==> src/rtl/div_pkg.sv <==
// Shared types and helpers for the sequential signed divider.
package div_pkg;

  typedef enum logic [1:0] {
    IDLE = 2'd0,
    BUSY = 2'd1,
    FIX  = 2'd2
  } state_t;

  // Widest operand for which min_signed() can build its constant.
  localparam int MAX_WIDTH = 64;

  function automatic int cnt_width(input int w);
    return $clog2(w + 1);
  endfunction

  function automatic logic [MAX_WIDTH-1:0] min_signed(input int w);
    return MAX_WIDTH'(1) << (w - 1);
  endfunction

endpackage

==> src/rtl/signed_divider_seq_step.sv <==
// One radix-2 restoring iteration on magnitudes: shift {rem,quot}, trial-subtract divisor.
module signed_divider_seq_step #(
  parameter int WIDTH = 32
) (
  input  logic [WIDTH:0]   rem,
  input  logic [WIDTH-1:0] quot,
  input  logic [WIDTH:0]   divisor,
  output logic [WIDTH:0]   rem_next,
  output logic [WIDTH-1:0] quot_next
);

  logic [WIDTH+1:0] shifted;
  logic [WIDTH+1:0] trial;
  logic             nonneg;

  // The extra top bit of the trial difference acts as the borrow-out.
  always_comb begin
    shifted   = {rem, quot[WIDTH-1]};
    trial     = shifted - {1'b0, divisor};
    nonneg    = ~trial[WIDTH+1];
    rem_next  = nonneg ? trial[WIDTH:0] : shifted[WIDTH:0];
    quot_next = {quot[WIDTH-2:0], nonneg};
  end

endmodule

==> src/rtl/signed_divider_seq.sv <==
// Multi-cycle signed divider: restoring iterations on magnitudes, then a sign fix-up cycle.
module signed_divider_seq
  import div_pkg::*;
#(
  parameter int WIDTH = 32
) (
  input  logic             clock,
  input  logic             reset_n,
  input  logic             ctrl_DIV,
  input  logic [WIDTH-1:0] data_operandA,
  input  logic [WIDTH-1:0] data_operandB,
  output logic [WIDTH-1:0] data_result,
  output logic [WIDTH-1:0] data_remainder,
  output logic             data_exception,
  output logic             data_resultRDY,
  output logic             busy
);

  localparam int CW = cnt_width(WIDTH);
  localparam logic [WIDTH-1:0] MIN_VAL = WIDTH'(min_signed(WIDTH));

  state_t           state, state_nxt;
  logic [CW-1:0]    count;
  logic [WIDTH:0]   rem;
  logic [WIDTH-1:0] quot;
  logic [WIDTH:0]   divisor;
  logic             q_sign;
  logic             r_sign;
  logic             exc_pend;

  logic [WIDTH:0]   rem_step;
  logic [WIDTH-1:0] quot_step;
  logic [WIDTH-1:0] a_mag;
  logic [WIDTH-1:0] b_mag;
  logic             b_zero;
  logic             ovf;
  logic             start;
  logic             last_step;

  // |MIN| wraps back to MIN, which is the correct unsigned magnitude in WIDTH bits.
  always_comb begin
    a_mag  = data_operandA[WIDTH-1] ? -data_operandA : data_operandA;
    b_mag  = data_operandB[WIDTH-1] ? -data_operandB : data_operandB;
    b_zero = (data_operandB == '0);
    ovf    = (data_operandA == MIN_VAL) && (data_operandB == '1);
  end

  signed_divider_seq_step #(.WIDTH(WIDTH)) u_step (
    .rem       (rem),
    .quot      (quot),
    .divisor   (divisor),
    .rem_next  (rem_step),
    .quot_next (quot_step)
  );

  always_comb begin
    state_nxt = state;
    start     = 1'b0;
    last_step = (count == CW'(WIDTH - 1));
    case (state)
      IDLE: begin
        if (ctrl_DIV) begin
          start     = 1'b1;
          state_nxt = b_zero ? FIX : BUSY;
        end
      end
      BUSY:    if (last_step) state_nxt = FIX;
      FIX:     state_nxt = IDLE;
      default: state_nxt = IDLE;
    endcase
  end

  always_ff @(posedge clock or negedge reset_n) begin
    if (!reset_n) state <= IDLE;
    else          state <= state_nxt;
  end

  // Divide-by-zero loads a zero quotient so the fix-up cycle yields all-zero outputs.
  always_ff @(posedge clock or negedge reset_n) begin
    if (!reset_n) begin
      count          <= '0;
      rem            <= '0;
      quot           <= '0;
      divisor        <= '0;
      q_sign         <= 1'b0;
      r_sign         <= 1'b0;
      exc_pend       <= 1'b0;
      data_result    <= '0;
      data_remainder <= '0;
      data_exception <= 1'b0;
      data_resultRDY <= 1'b0;
    end else begin
      data_resultRDY <= 1'b0;
      case (state)
        IDLE: begin
          if (start) begin
            divisor  <= {1'b0, b_mag};
            quot     <= b_zero ? '0 : a_mag;
            rem      <= '0;
            count    <= '0;
            q_sign   <= data_operandA[WIDTH-1] ^ data_operandB[WIDTH-1];
            r_sign   <= data_operandA[WIDTH-1];
            exc_pend <= b_zero | ovf;
          end
        end
        BUSY: begin
          rem   <= rem_step;
          quot  <= quot_step;
          count <= count + CW'(1);
        end
        FIX: begin
          data_result    <= q_sign ? -quot : quot;
          data_remainder <= r_sign ? -rem[WIDTH-1:0] : rem[WIDTH-1:0];
          data_exception <= exc_pend;
          data_resultRDY <= 1'b1;
        end
        default: ;
      endcase
    end
  end

  assign busy = (state != IDLE);

endmodule

==> config.mk <==
export PLATFORM = sky130hd
export DESIGN_NAME = signed_divider_seq
export DESIGN_NICKNAME = d
export VERILOG_FILES = /design/src/rtl/div_pkg.sv /design/src/rtl/signed_divider_seq_step.sv /design/src/rtl/signed_divider_seq.sv
export SDC_FILE = /design/constraint.sdc
export NUM_CORES = 1
export LEC_CHECK = 0
export BUFFER_PORTS_ARGS = -buffer_cell sky130_fd_sc_hd__buf_4
export CAP_MARGIN = 20
export CORE_ASPECT_RATIO = 1.75
export CORE_MARGIN = 8
export CORE_UTILIZATION = 66
export CTS_BUF_LIST = sky130_fd_sc_hd__clkbuf_4 sky130_fd_sc_hd__clkbuf_8
export DETAILED_ROUTE_END_ITERATION = 8
export PLACE_DENSITY = 0.9
export SYNTH_ARGS = -nofsm -noshare
export SYNTH_HDL_FRONTEND = slang
export SYNTH_SLANG_ARGS = --single-unit
==> constraint.sdc <==
create_clock -name clock -period 10.15 [get_ports clock]
set_input_delay 1.015 -clock clock [delete_from_list [all_inputs] [get_ports clock]]
set_output_delay 1.015 -clock clock [all_outputs]
set_load 0.01 [all_outputs]
# After elaboration in Yosys (flattened, before gate mapping)
# Index checks and enable logic that the tools add are counted.
# totals
register_bits	174
out_inout_bits	67
elab_cells	56
# classes
addsub	6
muxes	19
reduce_logical	8
eq_ne	8
n_bitwise	3
# op_table
cell	n
two-way mux 32 bit	6
negation 32 bit	4
two-way mux 33 bit	2
case mux 33 bit (2 select lines)	1
== test 32 bit (second input constant)	2
case mux 32 bit (2 select lines)	1
subtractor 34 x 32 -> 34 bit	1
logical NOT 32 bit	1
case mux 6 bit (2 select lines)	1
adder 6 x 1 -> 6 bit (second input constant)	1
== test 6 x 5 -> 1 bit (second input constant)	1
two-way mux 2 bit	3
two-way mux 6 bit	1
!= test 2 bit (second input constant)	3
AND reduction 2 bit	3
case mux 2 bit (2 select lines)	1
nonzero test 2 bit	2
two-way mux 1 bit	3
== test 2 x 1 -> 1 bit (second input constant)	1
== test 2 bit (second input constant)	1
logical NOT 2 bit	1
logical AND 1 bit	1
inverter 1 bit	1
bitwise OR 1 bit	1
bitwise XOR 1 bit	1

# Depth between registers and ports, before layout
# logic_depth
word_depth	5
depth_mapped	12
mapped_depth_nobuf	12

# Modules after synthesis
# Synthesis repeated with hierarchy kept, for this count alone.
# hier_totals
hier_cells	1399
area_unflattened_um2	12157.9
# by_module_without_submodules
module	area_per_inst_um2	cells_per_inst	seq_area_each_um2	instances
signed_divider_seq	9196.3	975	4354.2	1
signed_divider_seq_step	2961.6	424	0.0	1

# Least setup slack after synthesis
# Ideal clock, no wire load.
# synth_timing
path_type	input to register
start	input port data_operandB[0]
end	register quot[12]
arrival_time_ns	3.799
cell_stages	11
setup_slack_ns	6.225
path_cell_list	inv_1 -> ha_1 -> or3b_2 -> or4_1 -> or3_1 -> or3_1 -> or3_1 -> nand2_1 -> buf_4 -> nor2_1 -> o32a_1
# synth_between
elab_chain_len	4
# synth_lines
item	line	rtl
start: declaration	signed_divider_seq.sv:11	input logic [WIDTH-1:0] data_operandB,
logical NOT 32 bit	signed_divider_seq.sv:44	b_zero = (data_operandB == '0);
two-way mux 32 bit	signed_divider_seq.sv:98	quot <= b_zero ? '0 : a_mag;
two-way mux 32 bit	signed_divider_seq.sv:96	if (start) begin
case mux 32 bit (2 select lines)	signed_divider_seq.sv:94	case (state)
end signal: assignment	signed_divider_seq.sv:98	
end signal: assignment	signed_divider_seq.sv:108	quot <= quot_step;
end: declaration	signed_divider_seq.sv:25	logic [WIDTH-1:0] quot;
# Every way passes these cells. The select of a mux whose other input is x is not followed.
# A chain may end at the register's enable or synchronous reset.

# Final worst setup path
# Ends and elaborated chain as after synthesis.

==> run_results.csv <==
group,metric,value,unit
sta,max_freq,232,MHz
yosys,synth.most_common_cell,"dfrtp_1",
clock_network,clk_pin_slew_worst_paths,0.10,ns
yosys,ys_types,63,
yosys,synth_edf_count,0,
route,drtAntennaViolNets,0,
clock_network,clock-root-buffer,"clkbuf_8",
route,wire_per_inst,20.5,µm
clock_network,cts_buffers,17,
yosys,synth-seq-cells,174,
critical_path,worstPathRequired,10.49,ns
yosys,yosysTopAreaCell,"dfrtp_1",
grt,antenna_found_initial,0,
sta,finalSetupViolations,0,
min_path,hold_path_class,"flip-flop to flip-flop",
pwr,p_total,3.84,mW
placement,dpl_cell_area,12600,µm²
sta,relSlewSlack,33.3,%
yosys,async_flop_share,100,%
sta,post-route-period-util,42.5,%
clock_network,cts_tree,"done",
grt,grt_max_degree,131,
pwr,ir_drop,0.000188,V
route,drc,0,
grt,grt.overflow.total,0,
placement,dp_hpwl,26.5,mm
floorplan,core,17300,µm²
sta,skew,0.0188,ns
critical_path,start_kind,"input port",
cells_and_area,layout.cells.non_filler,1692,
sta,slew_viol_final,0,
grt,grt_pass1_wl,54.7,mm
placement,post-place-ws,5.42,ns
cells_and_area,finalNetCount,1554,
sta,fin_crit,4.32,ns
pwr,p_leak,5.88,nW
critical_path,ff2ff_setup_slack,6.49,ns
cells_and_area,drive_above_1_share,13.8,%
cells_and_area,final_area,13100,µm²
placement,numPortBuffers,133,
cells_and_area,seq_area,4350,µm²
yosys,syn-num-nets,1467,
critical_path,end_kind,"flip-flop",
floorplan,die-area,22100,µm²
route,vias,10861,
yosys,syn_area,11500,µm²
yosys,synth.area.top_cells,"dfrtp_1, xor2_1, o21ai_0, nand2_1, ha_1",
clock_network,clockBufferDepth,2,
flow_run,max_cap_violations,0,
placement,place.gp.congestion,0.954,
sta,hold_violations,0,
critical_path,worst_path_largest_cell_delay,0.62,ns
sta,tns,0,ns
pwr,power_density,294,nW/µm²
critical_path,crit_fanout,21,
sta,rsz0062_at_grt,"false",
critical_path,path_cells,"buf_4 -> inv_1 -> ha_1 -> or3b_2 -> or4_1 -> or3_1 -> or3_1 -> or3_1 -> nand2_1 -> nor2_1 -> o32a_1",
min_path,min_from,"data_result[15]",
sta,hold-worst-slack,0.486,ns
critical_path,slowest_stage,"nand2_1",
placement,dp_cells,1659,
floorplan,die_w,116,µm
route,finalWirelength,34.8,mm
clock_network,hold_buffers,0,
sta,tightestPinTransition,1.00,ns
cells_and_area,multi_input_area,6650,µm²
yosys,syn_area_per_cell,8.48,µm²
route,vias_per_cell,6.42,
cells_and_area,fillers,1379,
yosys,yosys_warnings,0,
critical_path,r2r-start,"rem[10]",
yosys,synth-main-ff-cell,"dfrtp_1",
yosys,ys_top_cells_by_count,"dfrtp_1, nand2_1, o21ai_0, xor2_1, nor2_1",
yosys,yosysTopAreaCellShare,37.7,%
yosys,ys_seq_area_share,37.7,%
floorplan,row_count,64,
grt,grt_pass1_vias,10650,
floorplan,start_util,66.7,%
floorplan,io_pins,134,
critical_path,cpMostUsedCell,"or3_1",
route,drt_iter0_drc,771,
clock_network,clock-sinks,174,
route,first_pass_iters,5,
yosys,synthCells,1361,
critical_path,crit_arrival,4.65,ns
critical_path,setup.worst_path.class,"input port to flip-flop",
clock_network,insertion_delay,0.46,ns
cells_and_area,n_antenna_cell,0,
sta,setup_slack,5.83,ns
clock_network,post-cts-setup-buffers,0,
grt,grt_use_total,31.9,%
clock_network,cts_resized,0,
cells_and_area,areaGrowthSynthToFinish,13.1,%
status,status,"complete, no violations",
cells_and_area,fin_util,75.5,%
floorplan,fp.dieH,191,µm
clock_network,htree_levels,4,
critical_path,cp-startpoint,"data_operandB[0]",
[logic make-up (layout without fill, tap and decap cells)]
kind of cell	after synthesis	after routing	synth area share [%]
and+or+nand+nor	435	435	18.1
xor gates and xnor gates	147	147	11.2
adders and majority gates	39	39	4.29
DFF	174	174	37.7
buffers and inverters	145	245	4.76
muxes	14	14	1.25
AOI/OAI and AO/OA	407	407	22.7
[state kept, by name, indices dropped and copies added (netlist names)]
| signal | count |
|---|---|
| rem | 33 |
| divisor | 32 |
| data_exception | 1 |
| data_resultRDY | 1 |
| q_sign | 1 |
| state | 2 |
| data_result | 32 |
| data_remainder | 32 |
| r_sign | 1 |
| count | 6 |
| exc_pend | 1 |
| quot | 32 |
[path summary, 6_finish.rpt]
| check | end | depth (start not counted) |
|---|---|---|
| max | quot[12] | 11 |
| min | data_result[15] | 2 |
| max reg2reg | data_remainder[31] | 8 |
| min reg2reg | data_result[15] | 2 |
| max in group asynchronous | data_remainder[19] | 2 |
| min in group asynchronous | data_result[19] | 1 |
[critical path: cells and delay by family]
kind / cells / cell delay, ns
AOI/OAI and AO/OA: 1 / 0.37
buffers and inverters: 2 / 0.18
adders and majority gates: 1 / 0.15
and+or+nand+nor: 7 / 2.93
[metal layers]
metal	GRT usage, %	up-vias	wire [µm]
li1	-	5057	-
met5	0	-	0
met1	31.4	5261	11800
met4	25.6	0	2940
met2	56.9	420	18000
met3	5.54	123	1980
[power breakdown]
group	internal, mW	switching, mW	leakage, nW
Clock	0.229	0.265	0.196
Combinational	0.878	1.16	3.62
Sequential	0.971	0.340	2.06
Total	2.08	1.77	5.88
[final cells by class]
cell class              count  share of cell area [%]
multi-input cells        1042                    51.0
flip-flops and latches    174                    33.4
repair buffers            144                    8.41
well taps                 231                    2.21
inverters                  69                    1.98
clock buffers              19                    1.91
clock inverters            13                    1.16
[placed cells by master, fill, tap and decap left out, types with 6 or more instances in the layout]
master	synthesis	routed
ha_1	38	38
dfrtp_1	174	174
nand2b_1	17	16
or3_1	30	30
nand3_1	31	31
nand2_1	172	172
or4_1	16	16
a31oi_1	6	6
xnor2_1	37	37
o32a_1	18	18
o21a_1	8	8
nor4_1	9	9
nor3_1	14	14
nand4_1	11	11
a221oi_1	7	7
buf_4	1	142
a21o_1	14	14
xor2_1	110	110
or2_2	10	10
nor2_1	87	86
clkbuf_8	0	17
inv_1	69	69
o31ai_1	42	42
o211ai_1	6	6
and3_1	6	6
o41ai_1	16	16
o311ai_0	20	20
a21oi_1	84	84
nor2b_1	8	7
o21ai_0	142	142
mux2i_1	11	11
No activity file was read; power rests on OpenSTA's default activity.
